## src/rtl/uart_pkg.sv

```systemverilog
// Shared UART definitions: state encoding, payload width and default
// bit period used by both the receiver and the paired transmitter.
package uart_pkg;

  localparam int UART_DATA_BITS    = 8;
  localparam int UART_CLKS_PER_BIT = 4;

  typedef enum logic [2:0] {
    ST_IDLE,
    ST_START,
    ST_DATA,
    ST_STOP,
    ST_BREAK
  } uart_state_e;

endpackage

```

## src/rtl/sync_2ff.sv

```systemverilog
// Two-flop synchronizer for a single asynchronous input bit,
// with a selectable reset value for the idle level of the line.
module sync_2ff #(
  parameter logic RST_VAL = 1'b1
) (
  input  logic clk,
  input  logic rst,
  input  logic d,
  output logic q
);

  logic s1_q, s1_d;
  logic s2_q, s2_d;

  always_comb begin
    s1_d = d;
    s2_d = s1_q;
  end

  always_ff @(posedge clk or negedge rst) begin
    if (!rst) begin
      s1_q <= RST_VAL;
      s2_q <= RST_VAL;
    end else begin
      s1_q <= s1_d;
      s2_q <= s2_d;
    end
  end

  assign q = s2_q;

endmodule

```

## src/rtl/uart_receiver.sv

```systemverilog
// 8N1 UART receiver: oversampled start-bit detection, mid-bit sampling,
// one-cycle valid / frame_err strobes and a break hold-off state.
module uart_receiver
  import uart_pkg::*;
#(
  parameter int CLKS_PER_BIT = UART_CLKS_PER_BIT,
  parameter int DATA_BITS    = UART_DATA_BITS
) (
  input  logic                 clk,
  input  logic                 rst,
  input  logic                 rx,
  output logic [DATA_BITS-1:0] data,
  output logic                 valid,
  output logic                 frame_err,
  output logic                 busy
);

  localparam int CW = $clog2(CLKS_PER_BIT);
  localparam int IW = $clog2(DATA_BITS);

  localparam logic [CW-1:0] CNT_HALF = CW'(CLKS_PER_BIT / 2 - 1);
  localparam logic [CW-1:0] CNT_LAST = CW'(CLKS_PER_BIT - 1);
  localparam logic [IW-1:0] IDX_LAST = IW'(DATA_BITS - 1);

  logic rx_s;

  sync_2ff #(
    .RST_VAL (1'b1)
  ) u_sync (
    .clk (clk),
    .rst (rst),
    .d   (rx),
    .q   (rx_s)
  );

  uart_state_e          state_q, state_d;
  logic [CW-1:0]        cnt_q, cnt_d;
  logic [IW-1:0]        idx_q, idx_d;
  logic [DATA_BITS-1:0] sh_q, sh_d;
  logic [DATA_BITS-1:0] data_q, data_d;
  logic                 valid_q, valid_d;
  logic                 ferr_q, ferr_d;
  logic                 busy_q, busy_d;

  always_comb begin
    state_d = state_q;
    cnt_d   = cnt_q + CW'(1);
    idx_d   = idx_q;
    sh_d    = sh_q;
    data_d  = data_q;
    valid_d = 1'b0;
    ferr_d  = 1'b0;
    busy_d  = busy_q;
    unique case (state_q)
      ST_IDLE: begin
        cnt_d = '0;
        if (!rx_s) begin
          state_d = ST_START;
          busy_d  = 1'b1;
        end
      end
      ST_START: begin
        if (cnt_q == CNT_HALF) begin
          cnt_d = '0;
          if (!rx_s) begin
            state_d = ST_DATA;
            idx_d   = '0;
          end else begin
            state_d = ST_IDLE;
            busy_d  = 1'b0;
          end
        end
      end
      ST_DATA: begin
        if (cnt_q == CNT_LAST) begin
          cnt_d = '0;
          // LSB arrives first, so shift in from the top
          sh_d  = {rx_s, sh_q[DATA_BITS-1:1]};
          if (idx_q == IDX_LAST) begin
            state_d = ST_STOP;
          end else begin
            idx_d = idx_q + IW'(1);
          end
        end
      end
      ST_STOP: begin
        if (cnt_q == CNT_LAST) begin
          cnt_d = '0;
          if (rx_s) begin
            data_d  = sh_q;
            valid_d = 1'b1;
            state_d = ST_IDLE;
            busy_d  = 1'b0;
          end else begin
            ferr_d  = 1'b1;
            state_d = ST_BREAK;
          end
        end
      end
      ST_BREAK: begin
        cnt_d = '0;
        if (rx_s) begin
          state_d = ST_IDLE;
          busy_d  = 1'b0;
        end
      end
      default: begin
        state_d = ST_IDLE;
        cnt_d   = '0;
        busy_d  = 1'b0;
      end
    endcase
  end

  always_ff @(posedge clk or negedge rst) begin
    if (!rst) begin
      state_q <= ST_IDLE;
      cnt_q   <= '0;
      idx_q   <= '0;
      sh_q    <= '0;
      data_q  <= '0;
      valid_q <= 1'b0;
      ferr_q  <= 1'b0;
      busy_q  <= 1'b0;
    end else begin
      state_q <= state_d;
      cnt_q   <= cnt_d;
      idx_q   <= idx_d;
      sh_q    <= sh_d;
      data_q  <= data_d;
      valid_q <= valid_d;
      ferr_q  <= ferr_d;
      busy_q  <= busy_d;
    end
  end

  assign data      = data_q;
  assign valid     = valid_q;
  assign frame_err = ferr_q;
  assign busy      = busy_q;

endmodule

```

## config.mk

```make
export PLATFORM = sky130hd
export DESIGN_NAME = uart_receiver
export DESIGN_NICKNAME = d
export VERILOG_FILES = /design/src/rtl/uart_pkg.sv /design/src/rtl/sync_2ff.sv /design/src/rtl/uart_receiver.sv
export SDC_FILE = /design/constraint.sdc
export NUM_CORES = 1
export LEC_CHECK = 0
export BUFFER_PORTS_ARGS = -buffer_cell sky130_fd_sc_hd__buf_2
export CAP_MARGIN = 10
export CORE_MARGIN = 10
export CORE_UTILIZATION = 50
export CTS_CLUSTER_DIAMETER = 100
export DETAILED_ROUTE_END_ITERATION = 10
export MAX_ROUTING_LAYER = met4
export PLACE_DENSITY = 0.72
export SLEW_MARGIN = 10
export SYNTH_ARGS = -nofsm -noshare
export SYNTH_HDL_FRONTEND = slang
export SYNTH_SLANG_ARGS = --single-unit
export TNS_END_PERCENT = 20
```

## constraint.sdc

```tcl
create_clock -name clk -period 1.7 [get_ports clk]
set_input_delay 0.255 -clock clk [delete_from_list [all_inputs] [get_ports clk]]
set_output_delay 0.255 -clock clk [all_outputs]
set_load 0.02 [all_outputs]
```

# == Yosys cells after proc, flatten, opt, wreduce, memory -nomap -nowiden ==
# Index checks and enable logic that the tools add are counted.
# totals
register_bits,29
inputBits,3
output_inout_bits,11
word_cells,64
# classes
n_addsub,2
n_eq_ne,15
n_mux,28
n_bitwise,1
reduce_logical,8
# ops
cell,n
$mux W3,11
$pmux W3 S5,1
$ne A2 B2 Y1 const B,7
$mux W1,10
$eq A3 B2 Y1 const B,2
$eq A3 B3 Y1 const B,2
$mux W2,3
$pmux W3 S2,1
$reduce_and A6 Y1,1
$pmux W1 S5,1
$reduce_and A5 Y1,1
$pmux W2 S2,1
$reduce_and A4 Y1,1
$add A3 B1 Y3 const B,1
$eq A3 B1 Y1 const B,1
$logic_not A3 Y1,1
$reduce_and A3 Y1,1
$add A2 B1 Y2 const B,1
$eq A2 B1 Y1 const B,1
$eq A2 B2 Y1 const B,1
$ne A2 B1 Y1 const B,1
$reduce_and A2 Y1,1
$reduce_bool A2 Y1,1
$reduce_or A2 Y1,1
$not A1 Y1,1

# == Longest topological paths before layout ==
# logic_depth
depth_word,4
depth_mapped,6
depth_no_buf,5

# == Hierarchy ==
# Synthesis repeated with hierarchy kept, for this count alone.
# hier_totals
hier_cells,93
area_unflattened_um2,1312.5
# modules_own_cells
module,n_inst,cells_per_inst,area_each_um2,seq_area_each_um2
uart_receiver,1,91,1260.0,675.6
sync_2ff,1,2,52.6,52.6

# == Worst setup path before layout ==
# OpenSTA, ideal clock, no wires.
# synth_timing
path_kind,register to register
startpoint,register cnt_q[0]
endpoint,register idx_q[0]
setup_ns,0.125
t_arrival_ns,1.470
required_time_ns,1.575
path_slack_ns,0.105
path_stages_with_launch,7
path_buffers,2
period_less_slack_ns,1.595
path_cell_list,dfrtp_1 ha_1 buf_2 and4bb_1 buf_6 and2_4 mux2_2
# synth_via
elab_chain_len,3
word_cells_on_any_way,5
classes_between,eq/ne: 4; reduce/logical: 1
# synth_lines
element,line,source
from (decl),uart_receiver.sv:37,"logic [CW-1:0] cnt_q, cnt_d;"
from (signal assigned),uart_receiver.sv:127,cnt_q <= cnt_d;
$eq A2 B2 Y1 / $eq A2 B1 Y1 (equally long branches),"uart_receiver.sv:75, uart_receiver.sv:63",
$ne A2 B2 Y1 (no line),--,
$reduce_and A5 Y1 (no line) *,--,
to (signal assigned),uart_receiver.sv:128,idx_q <= idx_d;
to (decl),uart_receiver.sv:38,"logic [IW-1:0] idx_q, idx_d;"
# Every way passes the cells marked *; elsewhere a longest branch is shown, timed or not.
# A chain may end at the register's enable or synchronous reset.

# == Final worst setup path ==
# layout_timing
startpoint,register cnt_q[0]
endpoint,register idx_q[2]
# Same word-level chain as after synthesis.

==> results_dict.tcl <==
set metrics [dict create \
    outcome "complete, no violations" \
    p_sw_mw 0.6241 \
    first_global_vias 812 \
    crit_fanout 10 \
    dp_hpwl_um 1444 \
    io_buffers 13 \
    rsz0062_at_grt "false" \
    clk_pin_slew_ps 80 \
    synth_most_common_cell "dfrtp_1" \
    synth_largest_area_cell "dfrtp_1" \
    syn_to_final_growth_pct 15.45 \
    synth_seq_cells 29 \
    drt-initial-drc-count 12 \
    track_usage_pct 9.381 \
    synth_compound_area_share_pct 5.053 \
    setup_viol 0 \
    synth_area_leaders "dfrtp_1 52%, mux2_2 16%, ha_1 4.9%" \
    post-place-ws_ps 81.89 \
    grt_overflow 0 \
    core-area_um2 2477 \
    ys.flop_type "dfrtp_1" \
    dp_cells 135 \
    seq_power_share_pct 43.8 \
    swShare_pct 30.02 \
    skew_ps 13.49 \
    crit_arrival_ps 1730 \
    synth_fa_ha_area_share_pct 5.637 \
    power_density_nw_per_um2 1399 \
    crit_family "simple AND/OR/NAND/NOR gates" \
    drc 0 \
    tns_ps 0 \
    cts_tree "yes" \
    syn-instance-count 93 \
    worst_slack_ps 187.3 \
    required_ps 1920 \
    multi_input_area_um2 494.2 \
    p_comb_share_pct 27.8 \
    synth_common_cells "27 x dfrtp_1, 18 x mux2_2, 7 x inv_1" \
    muxShareOfSynthArea_pct 17.78 \
    place.gp.congestion 0.8034 \
    drv_slew 0 \
    antenna_found_initial 0 \
    drt_pass1_iterations 3 \
    synth_top_family_by_area "multiplexers" \
    vias 742 \
    routed_wl_um 2034 \
    syn_area_um2 1287 \
    p_int_mw 1.455 \
    num_io_pins 14 \
    finalPower_mw 2.079 \
    hold_class "register to register" \
    finalCritPeriodShare_pct 88.98 \
    grt_pass1_wl_um 3670 \
    worst_setup_path_start_kind "register" \
    rrSetupSlack_ps 190 \
    dieArea_um2 5005 \
    fin_crit_ps 1513 \
    slew_headroom_pct 59.13 \
    endpoint_kind "register" \
    syn_avg_cell_area_um2 13.84 \
    htree_levels 2 \
    synthArstFlopShare_pct 100.0 \
    slowest_delay_ps 410 \
    clk_latency_ps 330 \
    synth_top_area_share_pct 52.48 \
    stdcell_count 145 \
    final_nets 122 \
    clockRootBuffer "clkbuf_4" \
    layout-drive-gt1-share_pct 45.22 \
    ys_types 29 \
    wl_per_cell_um 14.03 \
    p_leak_nw 0.7644 \
    synth_nets 101 \
    crit_path_top_delay_cell "dfrtp_1" \
    power_frac_clock_pct 28.4 \
    synth_xor_xnor_area_share_pct 0 \
    numCtsBuffers 5 \
    nFillCells 215 \
    synth_seq_area_share_pct 56.56 \
    grt_max_degree 30 \
    fp-row-count 18 \
    avgViaCountPerCell 5.117 \
    fmax_mhz 661.1 \
    worst_slew_pin_slew_ps 613.1 \
    path_class "register to register" \
    cts_max_path_buffers 2 \
    ir_worst_vdd_v 0.0009439 \
    drv_cap 0 \
    die_w_um 70.75 \
    seq_area_um2 728.2 \
    clkSinkCount 29 \
    hold_viol 0 \
    start_util_pct 51.97 \
    synth-simple-area-share_pct 9.913 \
    synth_edf_count 0 \
    crit_chain "ha_1 > and4bb_2 > and2_4 > a22o_2" \
    path_buf_inv 0 \
    yosysWarnings 0 \
    ant_nets 0 \
    n_antenna_cell 0 \
    dieHeight_um 70.75 \
]
-- sequential cells by signal (all words and copies together), names as in the netlist --
| name | flops |
|---|---|
| cnt_q | 2 |
| valid | 1 |
| state_q | 3 |
| u_sync.q | 1 |
| u_sync.s1_q | 1 |
| busy | 1 |
| frame_err | 1 |
| data | 8 |
| sh_q | 8 |
| idx_q | 3 |
-- routing by layer --
layer | global-route usage [%] | share of wire, % | vias up
met5 | - | 0 | -
met4 | 4.516 | 1.8 | 0
met3 | 5.160 | 4.9 | 5
met2 | 14.44 | 47 | 13
met1 | 9.524 | 46 | 361
li1 | - | - | 363
-- power groups by stage --
stage / logic, mW / clock network (mW) / registers (mW)
CTS: 0.586 / 0.605 / 0.912
floorplan: 0.434 / 0 / 0.936
finish: 0.579 / 0.590 / 0.910
global route: 0.649 / 0.638 / 0.926
global placement: 0.562 / 0 / 0.914
detailed placement: 0.584 / 0 / 0.924
-- metrics by stage --
stage | hold slack [ps] | instance area, um^2 | utilization [%]
floorplan | -40.59 | 1287 | -
detailed placement | 306.0 | 1381 | 55.76
global route | 362.5 | 1486 | 60.00
global placement | 310.4 | 1381 | 55.76
CTS | 5.030 | 1476 | 59.60
finish | 358.5 | 1486 | 60.00
-- layout make-up --
type                    count  area share [%]
clock inverters             1           2.020
multi-input cells          52           33.25
inverters                   7           1.768
well taps                  30           2.525
clock buffers               7           3.704
repair buffers             19           7.744
flip-flops and latches     29           48.99
-- cells in the final DEF, fill, tap and decap left out --
| cell | n |
|---|---|
| inv_1 | 7 |
| nand3_1 | 1 |
| and2_4 | 1 |
| o21ai_0 | 1 |
| a32o_1 | 1 |
| nor3_1 | 1 |
| clkbuf_1 | 1 |
| dfstp_2 | 2 |
| a22oi_2 | 1 |
| clkbuf_4 | 5 |
| clkbuf_8 | 1 |
| and2b_2 | 1 |
| buf_4 | 4 |
| nor2_1 | 5 |
| a22oi_1 | 1 |
| nand2_1 | 4 |
| dlygate4sd3_1 | 2 |
| a22o_2 | 2 |
| buf_2 | 13 |
| maj3_1 | 1 |
| mux2_2 | 18 |
| ha_1 | 5 |
| nand4_4 | 1 |
| nor3b_2 | 1 |
| nor2b_1 | 1 |
| bufinv_16 | 1 |
| and4bb_2 | 1 |
| a21oi_1 | 2 |
| nor3b_1 | 1 |
| and3_1 | 1 |
| dfrtp_1 | 27 |
| mux4_1 | 1 |
-- worst paths after layout --
kind,startpoint,to,depth (start not counted)
setup / recovery,cnt_q[0],idx_q[2],4
hold / removal,u_sync.s1_q,u_sync.q,0
setup reg to reg,cnt_q[0],idx_q[2],4
hold reg to reg,u_sync.s1_q,u_sync.q,0
max in group asynchronous,rst,idx_q[2],2
min in group asynchronous,rst,idx_q[1],2
-- kinds of logic (layout without fill, tap and decap cells) --
kind of cell	count (synthesis)	count (layout)
mux	19	19
fa+ha+maj	6	6
buf+inv	12	34
compound gates	8	8
simple gates	19	19
flops	29	29
-- repair_timing --
action,4_1_cts,5_1_grt
endpoints found under the hold margin,27,1
buffers inserted,0,0
setup endpoints to repair,0,1
gates resized for setup,0,1
hold buffers,1,1
No activity file was read; power rests on OpenSTA's default activity.
